--- config.mk ---
export PLATFORM = sky130hd
export DESIGN_NAME = gen_phv_conf_parser_v2
export DESIGN_NICKNAME = d
export VERILOG_FILES = /design/src/rtl/gen_phv_conf_parser_v2.sv
export SDC_FILE = /design/constraint.sdc
export NUM_CORES = 2
export LEC_CHECK = 0
export ABC_AREA = 1
export BUFFER_PORTS_ARGS = -buffer_cell sky130_fd_sc_hd__buf_4
export CAP_MARGIN = 20
export CELL_PAD_IN_SITES_DETAIL_PLACEMENT = 1
export CELL_PAD_IN_SITES_GLOBAL_PLACEMENT = 1
export CORE_MARGIN = 2
export CORE_UTILIZATION = 25
export DETAILED_ROUTE_END_ITERATION = 10
export PLACE_DENSITY_LB_ADDON = 0.1
export SYNTH_ARGS = -nofsm -noshare
export SYNTH_HDL_FRONTEND = slang
export SYNTH_SLANG_ARGS = --single-unit
--- constraint.sdc ---
create_clock -name i_clk -period 6.4 [get_ports i_clk]
set_clock_uncertainty 0.15 [all_clocks]
set_input_delay 0 -clock i_clk [delete_from_list [all_inputs] [get_ports i_clk]]
set_output_delay 0 -clock i_clk [all_outputs]
set_load 0.02 [all_outputs]
--- src/rtl/gen_phv_conf_parser_v2.sv ---
// gen_phv_conf_parser_v2: forwards data packets, builds a PHV from leading words, and turns config packets into serialized rule writes.
module gen_phv_conf_parser_v2 #(
   parameter int          DW            = 128,
   parameter int          PHV_WIDTH     = 1024,
   parameter int          PKT_NUM       = PHV_WIDTH / DW,
   parameter logic [15:0] CONF_ETYPE    = 16'h9006,
   parameter int          RULE_PER_WORD = 1
) (
   input  logic                 i_clk,
   input  logic                 i_rst,
   input  logic                 i_pkt_valid,
   input  logic [DW+5:0]        i_pkt,
   output logic                 o_in_ready,
   input  logic [7:0]           i_inport,
   output logic                 o_pkt_valid,
   output logic [DW+5:0]        o_pkt,
   output logic                 o_phv_valid,
   input  logic                 i_phv_ready,
   output logic [PHV_WIDTH-1:0] o_phv,
   output logic                 o_rule_wren,
   output logic [31:0]          o_rule_addr,
   output logic [31:0]          o_rule_wdata,
   output logic [15:0]          o_err_cnt,
   output logic [15:0]          o_phv_drop_cnt
);
   localparam logic [1:0] IDLE = 2'd0, DATA = 2'd1, CONF = 2'd2, CONF_SER = 2'd3;
   localparam int CW = $clog2(PKT_NUM + 1);
   localparam int RW = RULE_PER_WORD;

   logic [1:0]           state;
   logic [CW-1:0]        cnt;
   logic [PHV_WIDTH-1:0] build, build_nxt;
   logic [DW-1:0]        data, conf_word, src_word;
   logic [RW-1:0]        pend, slot_ok, src_mask, rest;
   logic [31:0]          sel_addr, sel_data;
   logic [1:0]           tag;
   logic                 conf_last, acc, head, inv, bt, conf_et, fwd, conf_in, fire, phv_done, err_inc;

   assign tag        = i_pkt[DW+5:DW+4];
   assign data       = i_pkt[DW-1:0];
   assign o_in_ready = state != CONF_SER;
   assign acc        = i_pkt_valid & o_in_ready;
   assign head       = tag == 2'b01;
   assign inv        = tag == 2'b00;
   assign bt         = tag[1];
   assign conf_et    = data[31:16] == CONF_ETYPE;
   assign fwd        = (head & !conf_et) | (bt & state == DATA);
   assign conf_in    = acc & bt & state == CONF;
   assign phv_done   = acc & tag == 2'b10 & state == DATA;
   assign err_inc    = acc & (inv | (head & (state == DATA | state == CONF)) | (bt & state == IDLE));
   assign src_word   = state == CONF_SER ? conf_word : data;
   assign src_mask   = state == CONF_SER ? pend : slot_ok;
   assign rest       = src_mask & (src_mask - RW'(1));
   assign fire       = state == CONF_SER | conf_in;

   // Bits [15:8] carry the ingress port and survive every later slice write.
   always_comb begin
      build_nxt = build;
      if (head) begin
         build_nxt = '0;
         build_nxt[PHV_WIDTH-1 -: DW] = data;
         build_nxt[15:8] = i_inport;
      end else begin
         for (int n = 1; n < PKT_NUM; n++)
            if (cnt == CW'(n)) build_nxt[PHV_WIDTH-1-DW*n -: DW] = data;
         build_nxt[15:8] = build[15:8];
      end
   end

   always_comb begin
      slot_ok = '0;
      for (int k = 0; k < RW; k++) slot_ok[k] = data[16+64*k +: 32] != 32'hFFFF_FFFF;
   end

   // Descending scan so the lowest pending slot wins.
   always_comb begin
      sel_addr = '0;
      sel_data = '0;
      for (int k = RW - 1; k >= 0; k--)
         if (src_mask[k]) begin
            sel_addr = src_word[16+64*k +: 32];
            sel_data = src_word[48+64*k +: 32];
         end
   end

   always_ff @(posedge i_clk) begin
      if (i_rst) begin
         state          <= IDLE;
         cnt            <= '0;
         build          <= '0;
         conf_word      <= '0;
         pend           <= '0;
         conf_last      <= 1'b0;
         o_pkt_valid    <= 1'b0;
         o_pkt          <= '0;
         o_phv_valid    <= 1'b0;
         o_phv          <= '0;
         o_rule_wren    <= 1'b0;
         o_rule_addr    <= '0;
         o_rule_wdata   <= '0;
         o_err_cnt      <= '0;
         o_phv_drop_cnt <= '0;
      end else begin
         o_pkt_valid <= acc & fwd;
         if (acc & fwd) begin
            o_pkt <= i_pkt;
            build <= build_nxt;
            cnt   <= head ? CW'(1) : (cnt < CW'(PKT_NUM) ? cnt + CW'(1) : cnt);
         end
         o_rule_wren <= fire & |src_mask;
         if (fire & |src_mask) begin
            o_rule_addr  <= sel_addr;
            o_rule_wdata <= sel_data;
         end
         if (err_inc && o_err_cnt != 16'hFFFF) o_err_cnt <= o_err_cnt + 16'd1;
         if (phv_done) begin
            if (o_phv_valid & !i_phv_ready) begin
               if (o_phv_drop_cnt != 16'hFFFF) o_phv_drop_cnt <= o_phv_drop_cnt + 16'd1;
            end else begin
               o_phv_valid <= 1'b1;
               o_phv       <= build_nxt;
            end
         end else if (i_phv_ready) o_phv_valid <= 1'b0;
         if (state == CONF_SER) begin
            pend <= rest;
            if (rest == '0) state <= conf_last ? IDLE : CONF;
         end else if (acc & !inv) begin
            if (head) state <= conf_et ? CONF : DATA;
            else if (state == DATA & !tag[0]) state <= IDLE;
            else if (state == CONF) begin
               conf_word <= data;
               pend      <= rest;
               conf_last <= !tag[0];
               state     <= rest != '0 ? CONF_SER : (tag[0] ? CONF : IDLE);
            end
         end
      end
   end
endmodule

==> impl_results.md <==
* Status: finished with violations
* Violated checks: max-slew violations
* Post-synthesis cell type count at 31
* Buffers and inverters on the worst path at 3
* Post-synth EDFFs at 0
* Leakage dissipation at about 50 nW
* Via count at approximately 100k
* Top Family by Delay on Critical Path: buffers and inverters
* Crit Reg-Reg Startpoint: state[0]
* Worst hold path type: in2reg
* Die Y-Extent at roughly 620 um
* Post-route DRC at 0
* Clk sinks at 2,288
* HPWL after DPL at 336 mm
* Max incr delay on CP at 570 ps
* Worst setup slack after placement at 2400 ps
* Critical-path cell list: ha_1 -> nor2_1 -> nand2_2 -> nor3_4 -> buf_12 -> buf_12 -> a21oi_1 -> nor3_1 -> dlygate4sd3_1
* I/O pin cnt at 1,404
* Worst hold slack at 49.4 ps
* CTS clk-pin slew, worst paths at 60 ps
* XOR/XNOR Fraction of Synth Area at 0.00194
* Hold Vio Cnt, Final at 0
* Synthesized area at 94,900 um2
* Core footprint at 378,000 um2
* Worst setup SP type: flop
* Count leader, synth: nor2_1
* Max VDD drop at 0.000194 V
* Worst slew margin at -0.0794
* Area leader, netlist: dfxtp_1
* CTS Root Cell: clkbuf_16
* Longest Clk Path Bufs at 4
* Final min period at slightly above 4000 ps
* Synth async-reset ratio at 0
* Filler cell count at 45,741
* Routed len/inst at roughly 27 um
* Register bit total from synthesis at 2,288
* Setup bufs post-CTS at 0
* Top-area cell type share of the netlist area at 0.483
* Setup CP Type: reg2reg
* Clock buffer count from CTS at ~290
* Vias in the first global route at between 90,000 and 100k
* Largest net degree at the start of global routing at approximately 200
* Final Setup Violations at 0
* Post-CTS resize count at 0
* Top FF cell, synth: dfxtp_1
* Initial Utilization at 0.251
* CP Launch Point: state[0]
* Total Routing Usage GR at 0.267
* Count of input and output buffers at between 1,000 and 1,500
* Worst setup margin at 2250 ps
* Htree depth at 5
* FMAX at roughly 240 MHz
* Die footprint at 384,000 um2
* CTS tree: done
* Pwr dens at 292 nW/um2
* Rows at around 230
* Routability Congestion at 0.849
* Largest cells by area after synthesis: dfxtp_1, nor2_1, o21ai_0
* Die X at 620 um
* Net count reported at finish at between 10,000 and 15,000
* Syn-to-layout area delta at 26.7%
* CP Data Arrival Time at 4860 ps
* Mux share of post-synthesis cell area at 0
* Max Cap Violations at 0
* First-pass GRT wire length at 752 mm
* CP max stage cell: dlygate4sd3_1
* CP dominant cell by count: buf_12
* Compound-Gate Fraction of Synth Area at 0.210
* Antenna violations before repair at 89
* Clock latency on the worst-skew pair at 910 ps
* Worst Tran Pin Value at roughly 1600 ps
* Largest family of logic cells by synthesized area: simple AND/OR/NAND/NOR gates
* Hold_sp: i_pkt[6]
* Synth warn at 0
* Post-Route WL at 536 mm
* Worst setup EP type: flop
* Synth top cells by count: nor2_1, dfxtp_1, o21ai_0
* TNS Setup at 0 ps
* Critical path peak fanout at 183
* Syn Inst Count at 13,428
* Tcrit/Tclk final at 0.648
* Post-route antenna net violation count at 0
* Pins Over Slew Limit at between 70 and 80
* 1st-iter DRT viols at 6,595
* Avg Cell Area, Syn at 7.06 um2
* Drt via density at 5.14
* Post-Syn Nets at about 14,000
* Post-synthesis adder-cell area fraction at 0.00132
* Share of layout cells above drive strength 1 at 0.136
* DRT Pass-1 Iters at 5
* Simple-gate share of the synthesized area at 0.228
* RSZ-0062 raised after global routing: no
* Register area share after synthesis at 0.483
* GRT overflow at 0
* WP data required at 7120 ps
==> state kept, by name, summed over array words and instances, names as in the netlist <==
register / flops
o_phv_valid: 1
o_pkt: 134
o_pkt_valid: 1
build: 1024
o_phv: 1024
o_rule_wdata: 32
o_rule_addr: 32
o_phv_drop_cnt: 16
cnt: 4
o_err_cnt: 16
conf_last: 1
state: 2
o_rule_wren: 1
==> final timing paths <==
check	end	slack (ps)	cells past startpoint
worst min-delay path	o_pkt[6]	50	4
worst min register to register	o_phv[975]	310	2
worst max register to register	o_phv[269]	2250	9
worst max-delay path	o_phv[269]	2250	9
==> logic make-up (layout without fill, tap and decap cells) <==
| group | after synthesis | in the layout |
|---|---|---|
| other cells | 0 | 22 |
| buf+inv | 1758 | 2814 |
| flops | 2288 | 2288 |
| compound gates | 3986 | 3986 |
| xor+xnor | 21 | 21 |
| simple gates | 5365 | 5365 |
| fa+ha+maj | 10 | 10 |
==> metal layers <==
metal | routed length, um | vias up | GRT usage
met3 | 29600 | 756 | 0.0442
met2 | 230000 | 2721 | 0.403
met1 | 246000 | 50950 | 0.363
met4 | 31600 | 10 | 0.137
li1 | - | 45991 | -
met5 | 60 | - | 0
==> layout make-up <==
type / count / area, um2 / share of cell area
Timing Repair Buffer: 1803 / 14800 / 0.123
Multi-Input combinational cell: 9382 / 42000 / 0.349
Clock buffer: 440 / 8760 / 0.0729
Sequential cell: 2288 / 45800 / 0.381
Antenna cell: 22 / 55.1 / 0.000458
Clock inverter: 55 / 522 / 0.00434
Inverter: 516 / 1990 / 0.0165
Tap cell: 5016 / 6280 / 0.0522
==> report_power, final <==
group / internal, mW / switching, mW
Sequential: 14.8 / 0.272
Clock: 9.56 / 6.96
Combinational: 0.967 / 2.56
==> layout by cell type, fill, tap and decap left out, types with 5 or more instances in the layout <==
master / count
nand2_1: 975
diode_2: 22
dfxtp_1: 2288
ha_1: 10
clkbuf_1: 68
xor2_1: 15
nor3_1: 480
buf_12: 43
nand4_1: 10
clkinv_2: 30
a21oi_1: 1846
xnor2_1: 6
clkbuf_16: 301
nand3_1: 646
inv_1: 505
buf_4: 1473
o21ai_0: 2053
clkbuf_8: 71
inv_6: 9
dlygate4sd3_1: 285
o21ai_1: 85
clkinv_8: 5
nor2_1: 3232
==> per-stage QoR <==
step | total power [mW] | instance area [um2] | utilization | std cells
after floorplan | 17.2 | 94900 | - | 13428
after global placement | 18.6 | 108000 | 0.285 | 18719
after detailed placement | 18.7 | 108000 | 0.285 | 18720
after CTS | 35.5 | 120000 | 0.318 | 19500
after global routing | 36.5 | 120000 | 0.318 | 19503
final | 35.1 | 120000 | 0.318 | 19522
==> worst register-to-register path: stages (launching register included) <==
cell and delay (ps):
dfxtp_1 350, ha_1 250, nor2_1 230, nand2_2 170, nor3_4 340, buf_12 550
buf_12 500, a21oi_1 800, nor3_1 220, dlygate4sd3_1 570
==> what timing repair did <==
item | CTS | global route
endpoints found under the hold margin | 2192 | 0
endpoints found under the setup margin | 0 | 0
hold buffers | 285 | 0
Power figures use the tool's default switching activity.
